**src/rtl/instruction_decode_hz_if.sv**
```systemverilog
// ID stage bus: IF/ID inputs, WB and EX/MEM feedback, PC redirect and ID/EX outputs.
interface instruction_decode_hz_if #(
    parameter int NB_DATA = 32,
    parameter int NB_ADDR = 5
);
    logic               i_valid;
    logic [NB_DATA-1:0] i_instruction;
    logic [NB_DATA-1:0] i_pcounter4;
    logic               i_stall;
    logic               i_flush;
    logic               i_we_wb;
    logic [NB_ADDR-1:0] i_wr_addr;
    logic [NB_DATA-1:0] i_wr_data_WB;
    logic               i_exmem_we;
    logic               i_exmem_rd;
    logic [NB_ADDR-1:0] i_exmem_addr;
    logic [NB_DATA-1:0] i_exmem_data;

    logic               o_stall_if;
    logic               o_flush_if;
    logic               o_pc_sel;
    logic [NB_DATA-1:0] o_pc_target;
    logic               o_valid;
    logic [NB_DATA-1:0] o_reg_DA;
    logic [NB_DATA-1:0] o_reg_DB;
    logic [NB_DATA-1:0] o_immediate;
    logic [NB_ADDR-1:0] o_rs;
    logic [NB_ADDR-1:0] o_rt;
    logic [NB_ADDR-1:0] o_wr_addr;
    logic [5:0]         o_opcode;
    logic [5:0]         o_func;
    logic [4:0]         o_shamt;
    logic               o_regWrite;
    logic               o_memRead;
    logic               o_memWrite;
    logic               o_mem2Reg;
    logic               o_aluSrc;
    logic               o_link;

    modport slave (
        input  i_valid, i_instruction, i_pcounter4, i_stall, i_flush, i_we_wb, i_wr_addr,
               i_wr_data_WB, i_exmem_we, i_exmem_rd, i_exmem_addr, i_exmem_data,
        output o_stall_if, o_flush_if, o_pc_sel, o_pc_target, o_valid, o_reg_DA, o_reg_DB,
               o_immediate, o_rs, o_rt, o_wr_addr, o_opcode, o_func, o_shamt, o_regWrite,
               o_memRead, o_memWrite, o_mem2Reg, o_aluSrc, o_link
    );

    modport master (
        output i_valid, i_instruction, i_pcounter4, i_stall, i_flush, i_we_wb, i_wr_addr,
               i_wr_data_WB, i_exmem_we, i_exmem_rd, i_exmem_addr, i_exmem_data,
        input  o_stall_if, o_flush_if, o_pc_sel, o_pc_target, o_valid, o_reg_DA, o_reg_DB,
               o_immediate, o_rs, o_rt, o_wr_addr, o_opcode, o_func, o_shamt, o_regWrite,
               o_memRead, o_memWrite, o_mem2Reg, o_aluSrc, o_link
    );
endinterface

```
**src/rtl/instruction_decode_hz.sv**
```systemverilog
// MIPS ID stage: write-through register file, decoder, branch/jump resolution with
// EX/MEM forwarding, load-use and branch hazard detection, and the ID/EX register.
module instruction_decode_hz #(
    parameter int NB_DATA    = 32,
    parameter int NB_ADDR    = 5,
    parameter int DELAY_SLOT = 0,
    parameter int FWD_EN     = 1
) (
    input logic                    clk,
    input logic                    i_rst,
    instruction_decode_hz_if.slave bus
);
    localparam logic [5:0] OP_BEQ  = 6'b000100;
    localparam logic [5:0] OP_BNE  = 6'b000101;
    localparam logic [5:0] OP_J    = 6'b000010;
    localparam logic [5:0] OP_JAL  = 6'b000011;
    localparam logic [5:0] OP_ANDI = 6'b001100;
    localparam logic [5:0] OP_ORI  = 6'b001101;
    localparam logic [5:0] OP_XORI = 6'b001110;
    localparam logic [5:0] FN_JR   = 6'b001000;
    localparam logic [5:0] FN_JALR = 6'b001001;
    localparam logic [NB_DATA-1:0] LINK_INC = (DELAY_SLOT != 0) ? NB_DATA'(4) : '0;

    typedef struct packed {
        logic               valid;
        logic [NB_DATA-1:0] reg_da;
        logic [NB_DATA-1:0] reg_db;
        logic [NB_DATA-1:0] immediate;
        logic [NB_ADDR-1:0] rs;
        logic [NB_ADDR-1:0] rt;
        logic [NB_ADDR-1:0] wr_addr;
        logic [5:0]         opcode;
        logic [5:0]         func;
        logic [4:0]         shamt;
        logic               reg_write;
        logic               mem_read;
        logic               mem_write;
        logic               mem2reg;
        logic               alu_src;
        logic               link;
    } idex_t;

    idex_t idex_q, idex_d, dec;

    logic [NB_DATA-1:0] regs_q [2**NB_ADDR];

    logic [5:0]         opcode, func;
    logic [NB_ADDR-1:0] rs, rt, rd;
    logic [15:0]        imm;
    logic [NB_DATA-1:0] imm_sext, imm_zext;
    assign opcode   = bus.i_instruction[31:26];
    assign func     = bus.i_instruction[5:0];
    assign rs       = NB_ADDR'(bus.i_instruction[25:21]);
    assign rt       = NB_ADDR'(bus.i_instruction[20:16]);
    assign rd       = NB_ADDR'(bus.i_instruction[15:11]);
    assign imm      = bus.i_instruction[15:0];
    assign imm_sext = {{(NB_DATA-16){imm[15]}}, imm};
    assign imm_zext = NB_DATA'(imm);

    logic is_r, is_jr, is_jalr, is_beq, is_bne, is_j, is_jal, is_load, is_store, is_alui;
    logic uses_rt, cmp_rt, is_brreg;
    assign is_r     = (opcode == 6'b000000);
    assign is_jr    = is_r && (func == FN_JR);
    assign is_jalr  = is_r && (func == FN_JALR);
    assign is_beq   = (opcode == OP_BEQ);
    assign is_bne   = (opcode == OP_BNE);
    assign is_j     = (opcode == OP_J);
    assign is_jal   = (opcode == OP_JAL);
    assign is_load  = (opcode[5:3] == 3'b100);
    assign is_store = (opcode[5:3] == 3'b101);
    assign is_alui  = (opcode[5:3] == 3'b001);
    assign cmp_rt   = is_beq || is_bne;
    assign uses_rt  = (is_r && !is_jr && !is_jalr) || cmp_rt || is_store;
    // Instructions whose register operands are consumed here, in ID
    assign is_brreg = cmp_rt || is_jr || is_jalr;

    // Register file; r0 is never written so it always reads zero
    always_ff @(posedge clk or posedge i_rst) begin
        if (i_rst) begin
            for (int i = 0; i < 2**NB_ADDR; i++) regs_q[i] <= '0;
        end else if (bus.i_we_wb && bus.i_wr_addr != '0) begin
            regs_q[bus.i_wr_addr] <= bus.i_wr_data_WB;
        end
    end

    // Write-through reads: a same-cycle WB write wins over the stored value
    logic [NB_DATA-1:0] rs_val, rt_val;
    always_comb begin
        rs_val = regs_q[rs];
        rt_val = regs_q[rt];
        if (bus.i_we_wb && bus.i_wr_addr != '0 && bus.i_wr_addr == rs) rs_val = bus.i_wr_data_WB;
        if (bus.i_we_wb && bus.i_wr_addr != '0 && bus.i_wr_addr == rt) rt_val = bus.i_wr_data_WB;
    end

    // Hazard detection and EX/MEM forwarding for the branch comparator / JR target
    logic exm_rs, exm_rt, idex_rs, idex_rt, load_use, br_hz, hazard;
    logic [NB_DATA-1:0] br_rs, br_rt;
    always_comb begin
        exm_rs   = bus.i_exmem_we && bus.i_exmem_addr != '0 && bus.i_exmem_addr == rs;
        exm_rt   = bus.i_exmem_we && bus.i_exmem_addr != '0 && bus.i_exmem_addr == rt;
        idex_rs  = idex_q.valid && idex_q.reg_write && idex_q.wr_addr != '0 &&
                   idex_q.wr_addr == rs;
        idex_rt  = idex_q.valid && idex_q.reg_write && idex_q.wr_addr != '0 &&
                   idex_q.wr_addr == rt;
        load_use = idex_q.valid && idex_q.mem_read && idex_q.wr_addr != '0 &&
                   (idex_q.wr_addr == rs || (uses_rt && idex_q.wr_addr == rt));
        br_hz    = is_brreg && (idex_rs || (cmp_rt && idex_rt) ||
                   ((exm_rs || (cmp_rt && exm_rt)) && (bus.i_exmem_rd || (FWD_EN == 0))));
        hazard   = bus.i_valid && (load_use || br_hz);
        br_rs    = exm_rs ? bus.i_exmem_data : rs_val;
        br_rt    = exm_rt ? bus.i_exmem_data : rt_val;
    end

    // Redirect decision and target selection
    logic taken;
    logic [NB_DATA-1:0] target;
    always_comb begin
        taken = bus.i_valid && !hazard && !bus.i_stall && !bus.i_flush &&
                ((is_beq && br_rs == br_rt) || (is_bne && br_rs != br_rt) ||
                 is_j || is_jal || is_jr || is_jalr);
        if (is_jr || is_jalr) begin
            target = br_rs;
        end else if (is_j || is_jal) begin
            target = {bus.i_pcounter4[NB_DATA-1:28], bus.i_instruction[25:0], 2'b00};
        end else begin
            target = bus.i_pcounter4 + (imm_sext << 2);
        end
    end

    // Control decode of the instruction currently in IF/ID
    always_comb begin
        dec           = '0;
        dec.valid     = 1'b1;
        dec.rs        = rs;
        dec.rt        = rt;
        dec.opcode    = opcode;
        dec.func      = func;
        dec.shamt     = bus.i_instruction[10:6];
        dec.immediate = (opcode == OP_ANDI || opcode == OP_ORI || opcode == OP_XORI) ?
                        imm_zext : imm_sext;
        dec.reg_da    = rs_val;
        dec.reg_db    = rt_val;
        dec.reg_write = (is_r && !is_jr) || is_jal || is_load || is_alui;
        dec.mem_read  = is_load;
        dec.mem_write = is_store;
        dec.mem2reg   = is_load;
        dec.alu_src   = is_load || is_store || is_alui;
        dec.link      = is_jal || is_jalr;
        if (is_jal)                    dec.wr_addr = '1;
        else if (is_r && !is_jr)       dec.wr_addr = rd;
        else if (is_load || is_alui)   dec.wr_addr = rt;
        if (dec.link) begin
            dec.reg_da = bus.i_pcounter4 + LINK_INC;
            dec.reg_db = '0;
        end
    end

    // ID/EX next state: hold on stall, bubble on hazard/flush/empty slot
    always_comb begin
        idex_d = idex_q;
        if (!bus.i_stall) begin
            if (hazard || bus.i_flush || !bus.i_valid) idex_d = '0;
            else                                        idex_d = dec;
        end
    end

    // ID/EX pipeline register
    always_ff @(posedge clk or posedge i_rst) begin
        if (i_rst) idex_q <= '0;
        else       idex_q <= idex_d;
    end

    // Combinational outputs are forced low while reset is asserted
    assign bus.o_stall_if  = (hazard || bus.i_stall) && !i_rst;
    assign bus.o_pc_sel    = taken && !i_rst;
    assign bus.o_flush_if  = taken && (DELAY_SLOT == 0) && !i_rst;
    assign bus.o_pc_target = i_rst ? '0 : target;

    assign bus.o_valid     = idex_q.valid;
    assign bus.o_reg_DA    = idex_q.reg_da;
    assign bus.o_reg_DB    = idex_q.reg_db;
    assign bus.o_immediate = idex_q.immediate;
    assign bus.o_rs        = idex_q.rs;
    assign bus.o_rt        = idex_q.rt;
    assign bus.o_wr_addr   = idex_q.wr_addr;
    assign bus.o_opcode    = idex_q.opcode;
    assign bus.o_func      = idex_q.func;
    assign bus.o_shamt     = idex_q.shamt;
    assign bus.o_regWrite  = idex_q.reg_write;
    assign bus.o_memRead   = idex_q.mem_read;
    assign bus.o_memWrite  = idex_q.mem_write;
    assign bus.o_mem2Reg   = idex_q.mem2reg;
    assign bus.o_aluSrc    = idex_q.alu_src;
    assign bus.o_link      = idex_q.link;
endmodule

```
**src/flat_wrapper.sv**
```systemverilog
// flat-port wrapper written by rule: the top's interface ports become plain ports
module instruction_decode_hz_flat 
#(
    parameter int NB_DATA    = 32,
    parameter int NB_ADDR    = 5,
    parameter int DELAY_SLOT = 0,
    parameter int FWD_EN     = 1
)
  (clk, i_rst, bus_i_valid, bus_i_instruction, bus_i_pcounter4, bus_i_stall, bus_i_flush, bus_i_we_wb, bus_i_wr_addr, bus_i_wr_data_WB, bus_i_exmem_we, bus_i_exmem_rd, bus_i_exmem_addr, bus_i_exmem_data, bus_o_stall_if, bus_o_flush_if, bus_o_pc_sel, bus_o_pc_target, bus_o_valid, bus_o_reg_DA, bus_o_reg_DB, bus_o_immediate, bus_o_rs, bus_o_rt, bus_o_wr_addr, bus_o_opcode, bus_o_func, bus_o_shamt, bus_o_regWrite, bus_o_memRead, bus_o_memWrite, bus_o_mem2Reg, bus_o_aluSrc, bus_o_link);
  instruction_decode_hz_if #(.NB_DATA(NB_DATA), .NB_ADDR(NB_ADDR)) bus_i ();
  input logic clk;
  input logic i_rst;
  input wire logic [$bits(bus_i.i_valid)-1:0] bus_i_valid;
  input wire logic [$bits(bus_i.i_instruction)-1:0] bus_i_instruction;
  input wire logic [$bits(bus_i.i_pcounter4)-1:0] bus_i_pcounter4;
  input wire logic [$bits(bus_i.i_stall)-1:0] bus_i_stall;
  input wire logic [$bits(bus_i.i_flush)-1:0] bus_i_flush;
  input wire logic [$bits(bus_i.i_we_wb)-1:0] bus_i_we_wb;
  input wire logic [$bits(bus_i.i_wr_addr)-1:0] bus_i_wr_addr;
  input wire logic [$bits(bus_i.i_wr_data_WB)-1:0] bus_i_wr_data_WB;
  input wire logic [$bits(bus_i.i_exmem_we)-1:0] bus_i_exmem_we;
  input wire logic [$bits(bus_i.i_exmem_rd)-1:0] bus_i_exmem_rd;
  input wire logic [$bits(bus_i.i_exmem_addr)-1:0] bus_i_exmem_addr;
  input wire logic [$bits(bus_i.i_exmem_data)-1:0] bus_i_exmem_data;
  output wire logic [$bits(bus_i.o_stall_if)-1:0] bus_o_stall_if;
  output wire logic [$bits(bus_i.o_flush_if)-1:0] bus_o_flush_if;
  output wire logic [$bits(bus_i.o_pc_sel)-1:0] bus_o_pc_sel;
  output wire logic [$bits(bus_i.o_pc_target)-1:0] bus_o_pc_target;
  output wire logic [$bits(bus_i.o_valid)-1:0] bus_o_valid;
  output wire logic [$bits(bus_i.o_reg_DA)-1:0] bus_o_reg_DA;
  output wire logic [$bits(bus_i.o_reg_DB)-1:0] bus_o_reg_DB;
  output wire logic [$bits(bus_i.o_immediate)-1:0] bus_o_immediate;
  output wire logic [$bits(bus_i.o_rs)-1:0] bus_o_rs;
  output wire logic [$bits(bus_i.o_rt)-1:0] bus_o_rt;
  output wire logic [$bits(bus_i.o_wr_addr)-1:0] bus_o_wr_addr;
  output wire logic [$bits(bus_i.o_opcode)-1:0] bus_o_opcode;
  output wire logic [$bits(bus_i.o_func)-1:0] bus_o_func;
  output wire logic [$bits(bus_i.o_shamt)-1:0] bus_o_shamt;
  output wire logic [$bits(bus_i.o_regWrite)-1:0] bus_o_regWrite;
  output wire logic [$bits(bus_i.o_memRead)-1:0] bus_o_memRead;
  output wire logic [$bits(bus_i.o_memWrite)-1:0] bus_o_memWrite;
  output wire logic [$bits(bus_i.o_mem2Reg)-1:0] bus_o_mem2Reg;
  output wire logic [$bits(bus_i.o_aluSrc)-1:0] bus_o_aluSrc;
  output wire logic [$bits(bus_i.o_link)-1:0] bus_o_link;
  assign bus_i.i_valid = bus_i_valid;
  assign bus_i.i_instruction = bus_i_instruction;
  assign bus_i.i_pcounter4 = bus_i_pcounter4;
  assign bus_i.i_stall = bus_i_stall;
  assign bus_i.i_flush = bus_i_flush;
  assign bus_i.i_we_wb = bus_i_we_wb;
  assign bus_i.i_wr_addr = bus_i_wr_addr;
  assign bus_i.i_wr_data_WB = bus_i_wr_data_WB;
  assign bus_i.i_exmem_we = bus_i_exmem_we;
  assign bus_i.i_exmem_rd = bus_i_exmem_rd;
  assign bus_i.i_exmem_addr = bus_i_exmem_addr;
  assign bus_i.i_exmem_data = bus_i_exmem_data;
  assign bus_o_stall_if = bus_i.o_stall_if;
  assign bus_o_flush_if = bus_i.o_flush_if;
  assign bus_o_pc_sel = bus_i.o_pc_sel;
  assign bus_o_pc_target = bus_i.o_pc_target;
  assign bus_o_valid = bus_i.o_valid;
  assign bus_o_reg_DA = bus_i.o_reg_DA;
  assign bus_o_reg_DB = bus_i.o_reg_DB;
  assign bus_o_immediate = bus_i.o_immediate;
  assign bus_o_rs = bus_i.o_rs;
  assign bus_o_rt = bus_i.o_rt;
  assign bus_o_wr_addr = bus_i.o_wr_addr;
  assign bus_o_opcode = bus_i.o_opcode;
  assign bus_o_func = bus_i.o_func;
  assign bus_o_shamt = bus_i.o_shamt;
  assign bus_o_regWrite = bus_i.o_regWrite;
  assign bus_o_memRead = bus_i.o_memRead;
  assign bus_o_memWrite = bus_i.o_memWrite;
  assign bus_o_mem2Reg = bus_i.o_mem2Reg;
  assign bus_o_aluSrc = bus_i.o_aluSrc;
  assign bus_o_link = bus_i.o_link;
  instruction_decode_hz #(.NB_DATA(NB_DATA), .NB_ADDR(NB_ADDR), .DELAY_SLOT(DELAY_SLOT), .FWD_EN(FWD_EN)) u_core (.clk(clk), .i_rst(i_rst), .bus(bus_i));
endmodule
```
**config.mk**
```make
export PLATFORM = sky130hd
export DESIGN_NAME = instruction_decode_hz_flat
export DESIGN_NICKNAME = d
export VERILOG_FILES = /design/src/rtl/instruction_decode_hz_if.sv /design/src/rtl/instruction_decode_hz.sv /design/src/flat_wrapper.sv
export SDC_FILE = /design/constraint.sdc
export NUM_CORES = 2
export LEC_CHECK = 0
export CAP_MARGIN = 30
export CORE_ASPECT_RATIO = 1.2
export CORE_MARGIN = 2
export CORE_UTILIZATION = 30
export CTS_CLUSTER_DIAMETER = 80
export CTS_CLUSTER_SIZE = 14
export DETAILED_ROUTE_END_ITERATION = 10
export GPL_TIMING_DRIVEN = 0
export PLACE_DENSITY = 0.43
export SLEW_MARGIN = 5
export SYNTH_ARGS = -nofsm -noshare
export SYNTH_HDL_FRONTEND = slang
export SYNTH_SLANG_ARGS = --single-unit
```
**constraint.sdc**
```tcl
create_clock -name clk -period 65.9 [get_ports clk]
set_clock_uncertainty 0.05 [all_clocks]
set_input_delay 13.18 -clock clk [delete_from_list [all_inputs] [get_ports clk]]
set_output_delay 13.18 -clock clk [all_outputs]
set_load 0.01 [all_outputs]
```
==> results.txt <==
----------------------------------------------------
[Final layout]
  Finished layout cell area ... 0.07428 mm^2
  Non-filler cells, final ... 8274
  Area taken by multi-input logic gates ... 0.03223 mm^2
  Final net count ... 5624
  Filler cell count in the final layout ... 20640
  Footprint of the flip-flops and latches ... 0.02833 mm^2
  P&R area growth vs syn ... 17.25%
  Proportion of layout cells with a drive suffix above 1 ... 0.3355

[Worst setup path]
  Depth of the most critical reg-to-reg path ... 11
  Cell family with the largest share of critical-path delay ... buffers and inverters
  Highest net fanout along the worst path ... 11
  Data arrival time at the worst-slack endpoint ... 20.96 ns
  Endpoint type of the worst setup path ... primary output
  Crit start category ... primary input
  Biggest cell delay along the critical path ... 0.97 ns
  Cell chain of the critical path ... clkdlybuf4s50_1, buf_4, buf_6, buf_2, buf_2, mux4_2, mux2i_1, nand2_1, o211ai_1, o21ai_0, mux2i_1, xor2_1, nand4_1, nor4_2, a21oi_1, or3b_1, buf_4, clkdlybuf4s50_1
  Internal reg-to-reg setup slack ... 62.25 ns
  Worst setup path category ... primary input to primary output
  CP required ... 52.67 ns
  Setup crit end ... bus_o_pc_sel
  Worst r2r src ... u_core.bus.o_wr_addr[3]
  Reg-to-Reg End ... u_core.bus.o_reg_DB[12]
  Slowest-stage cell, CP ... buf_2
  Critical Path Stages ... 18
  Worst setup path start ... bus_i_instruction[22]
  Buffers and inverters on the worst path ... 7

[Pwr]
  Largest voltage drop on the vdd net ... 0.00002060 V
  Portion of total power attributed to sequential cells ... 0.447
  Leakage Power ... 31.59 nW
  Switching power as a share of total power ... 0.3410
  Share of total power in combinational logic ... 0.272
  Total internal power ... 1.347 mW
  Share of power burned in the clock network ... 0.281
  P per Cell Area ... 27.53 mW/mm^2
  Design Power ... 2.044 mW
  Power dissipated by switching net loads ... 697.1 uW

[Timing]
  Final hold violation count ... 0
  Worst-Margin Slew ... 1.220 ns
  Setup repair after global routing missed its margin ... false
  Final period util ... 0.5189
  Max-Slew Margin vs Limit ... 0.1807
  Setup violators final ... 0
  Worst hold slack across all endpoints ... 0.4339 ns
  Min cycle time layout ... 34.19 ns
  FMAX ... 29.25 MHz
  Final WS setup ... 31.71 ns
  Final Max Tran Viols ... 0

[Floorplan]
  Top-Level Pins ... 316
  Horiz. Die Dim ... 423.5 um
  Overall die area ... 0.2149 mm^2
  Std cell rows ... 184
  CORE AREA ... 0.2097 mm^2
  Initial standard-cell utilization of the core ... 0.3020
  Chip Height ... 507.4 um

[Routing]
  Drt first pass iters ... 5
  Post-Route WL ... 397.6 mm
  Residual DRC count ... 0
  Iter 0 DRT Violations ... 6206
  Antenna-violating nets left ... 0
  Routed length per instance ... 48.05 um
  Detail-routed via count per cell ... 6.318
  Via Count ... 52270

[Clock tree]
  Clock slew at reported path FFs ... 0.07 ns
  Number of CTS-inserted buffers ... 95
  H-tree level count ... 3
  Hold-fix buffer count after cts ... 0
  CTS tree ... yes
  Clock latency on the worst-skew pair ... 0.80 ns
  Number of setup buffers added after CTS ... 0
  Buffer type at the clock tree root ... clkbuf_16
  Number of cells upsized or downsized after cts ... 0
  Max Buffers Root-to-Sink ... 3
  Count of clock tree sinks ... 1132

[Global routing]
  Aggregate global-route resource usage ... 0.3643
  Pin count of the biggest net entering global routing ... 116
  Total gr overflow ... 0
  Wire length of the first global-routing pass ... 516.6 mm
  Antenna violations before repair ... 32
  Number of global-route vias before repair ... 51210

[Synth]
  Cell with the most instances after synthesis ... dfrtp_1
  Synth cell count leaders ... 1132 x dfrtp_1, 891 x mux2_2, 409 x mux4_2
  Number of instances in the synthesized netlist ... 4952
  Post-Syn Area ... 0.06335 mm^2
  Sequential fraction of the synthesis area ... 0.4472
  Leading area contributor after synthesis ... dfrtp_1
  Flop and latch count out of synthesis ... 1132
  Async set-reset flop share out of synthesis ... 1.000
  Flip-flop cell with the highest count after synthesis ... dfrtp_1
  Per-instance average area after synthesis ... 12.79 um^2
  Total of warnings raised by yosys ... 0
  Area share of the largest cell type after synthesis ... 0.4472
  Post-synth EDFFs ... 0
  Number of nets in the synthesized netlist ... 5128
  Distinct cell type count of the synthesized netlist ... 87
  Top cells by area in the synthesized netlist ... dfrtp_1 45%, mux2_2 16%, mux4_2 15%

[Placement]
  Number of buffers inserted by port buffering ... 309
  Placed cell areas ... 0.07156 mm^2
  Setup slack at placement ... 31.93 ns
  Final weighted congestion of routability-driven global placement ... 1.021
  Sum of net half-perimeters after detailed placement ... 288.8 mm
  Number of placed cells counting well taps ... 8140

[Run status]
  Status ... completed

[Hold path]
  Path category of the worst min-delay check ... flop to flop

[Run]
  Maximum capacitance violations ... 0

----------------------------------------------------
## how the worst min path moves through the flow
stage | start | endpoint | slack [ns] | cells after the start
after detailed placement | u_core.regs_q[1019] | u_core.regs_q[1019] | 0.41 | 1
after global placement | u_core.regs_q[1009] | u_core.regs_q[1009] | 0.40 | 1
after CTS | u_core.regs_q[1009] | u_core.regs_q[1009] | 0.43 | 1
final | u_core.regs_q[1009] | u_core.regs_q[1009] | 0.43 | 1
after floorplan | u_core.regs_q[1007] | u_core.regs_q[1007] | 0.39 | 1
after global routing | u_core.regs_q[1016] | u_core.regs_q[1016] | 0.45 | 1
## placed cells by master, fill, tap and decap left out, types with 13 or more instances in the layout
cell type        synthesis  final
clkbuf_16                0     95
inv_1                   25     24
nand2b_1                14     14
and3_1                  13     13
buf_4                   85     97
nand2_1                336    336
clkdlybuf4s50_1          0    309
mux2_2                 891    891
a21o_1                  18     18
nand3_1                 54     54
a211oi_1                46     46
xnor2_1                 52     52
buf_6                   32     40
or3_1                   16     16
nand4_1                 25     25
buf_2                   70     77
clkbuf_1               327    246
buf_8                    8     50
a21oi_1                 97     97
ha_1                    29     29
a31oi_1                 19     18
a221oi_1                49     49
buf_16                   0     17
dfrtp_1               1132   1132
mux4_2                 409    409
nor3_1                  33     31
mux2i_1                255    255
nor2b_1                 21     18
o21ai_0                267    267
o211ai_1                15     15
clkbuf_2                 0     86
a22o_1                  51     51
o221ai_1                17     17
a22oi_1                105    105
nor2_1                 170    164
xor2_1                  24     24
o22ai_1                 60     60
## state kept, by name, summed over array words and instances (netlist names)
register                flops
u_core.bus.o_reg_DA        32
u_core.bus.o_rs             5
u_core.bus.o_aluSrc         1
u_core.bus.o_func           5
u_core.bus.o_immediate      8
u_core.regs_q            1024
u_core.bus.o_valid          1
u_core.bus.o_opcode         6
u_core.bus.o_regWrite       1
u_core.bus.o_reg_DB        32
u_core.bus.o_shamt          4
u_core.bus.o_memRead        1
u_core.bus.o_link           1
u_core.bus.o_wr_addr        5
u_core.bus.o_memWrite       1
u_core.bus.o_rt             5
## layout make-up
| cell class | count | area share |
|---|---|---|
| timing repair buffer | 399 | 0.06122 |
| clock inverter | 18 | 0.003015 |
| buffer | 538 | 0.03883 |
| antenna | 12 | 0.0004043 |
| inverter | 26 | 0.001415 |
| clock buffer | 103 | 0.03282 |
| multi-input combinational | 3256 | 0.4339 |
| sequential | 1132 | 0.3814 |
| tap | 2790 | 0.04700 |
## worst register-to-register path, cell delays in order (launching register included)
cell and delay, ns:
dfrtp_1 0.64, xnor2_1 0.18, nand2_1 0.09, or3_1 0.37
a21oi_1 0.16, a21oi_1 0.05, a21oi_1 0.13, nor2_1 0.10
and3_1 0.22, nand2_1 0.37, clkbuf_1 0.85, o21ai_0 0.26
## routing by layer
metal	track usage	routed length, um	vias to the layer above
met5	0	140	-
met4	0.3336	44890	18
met3	0.08839	35960	1195
met2	0.5612	175900	3554
met1	0.4185	140700	27840
li1	-	-	19670
## kinds of logic (layout without fill, tap and decap cells)
kind of cell | count (synthesis) | after routing | share of synthesized area
mux | 1569 | 1569 | 0.3498
flops | 1132 | 1132 | 0.4472
compound gates | 826 | 826 | 0.08633
simple gates | 755 | 755 | 0.05481
buf+inv | 564 | 1084 | 0.04529
xor+xnor | 76 | 76 | 0.01051
fa+ha+maj | 30 | 30 | 0.006044
other cells | 0 | 12 | 0
## through the flow
stage               TNS (ns)    util
global route               0  0.3541
CTS                        0  0.3539
detailed placement         0  0.3412
global placement      -16.56  0.3334
floorplan                  0       -
finish                     0  0.3541
## power by group through the flow
stage	registers, mW	logic [mW]	clock network [mW]
2_1_floorplan	0.892	0.333	0
3_3_place_gp	0.921	0.528	0
3_5_place_dp	0.923	0.541	0
4_1_cts	0.909	0.543	0.577
5_1_grt	0.927	0.572	0.598
6_report	0.915	0.556	0.574
(Power assumes the default switching activity.)
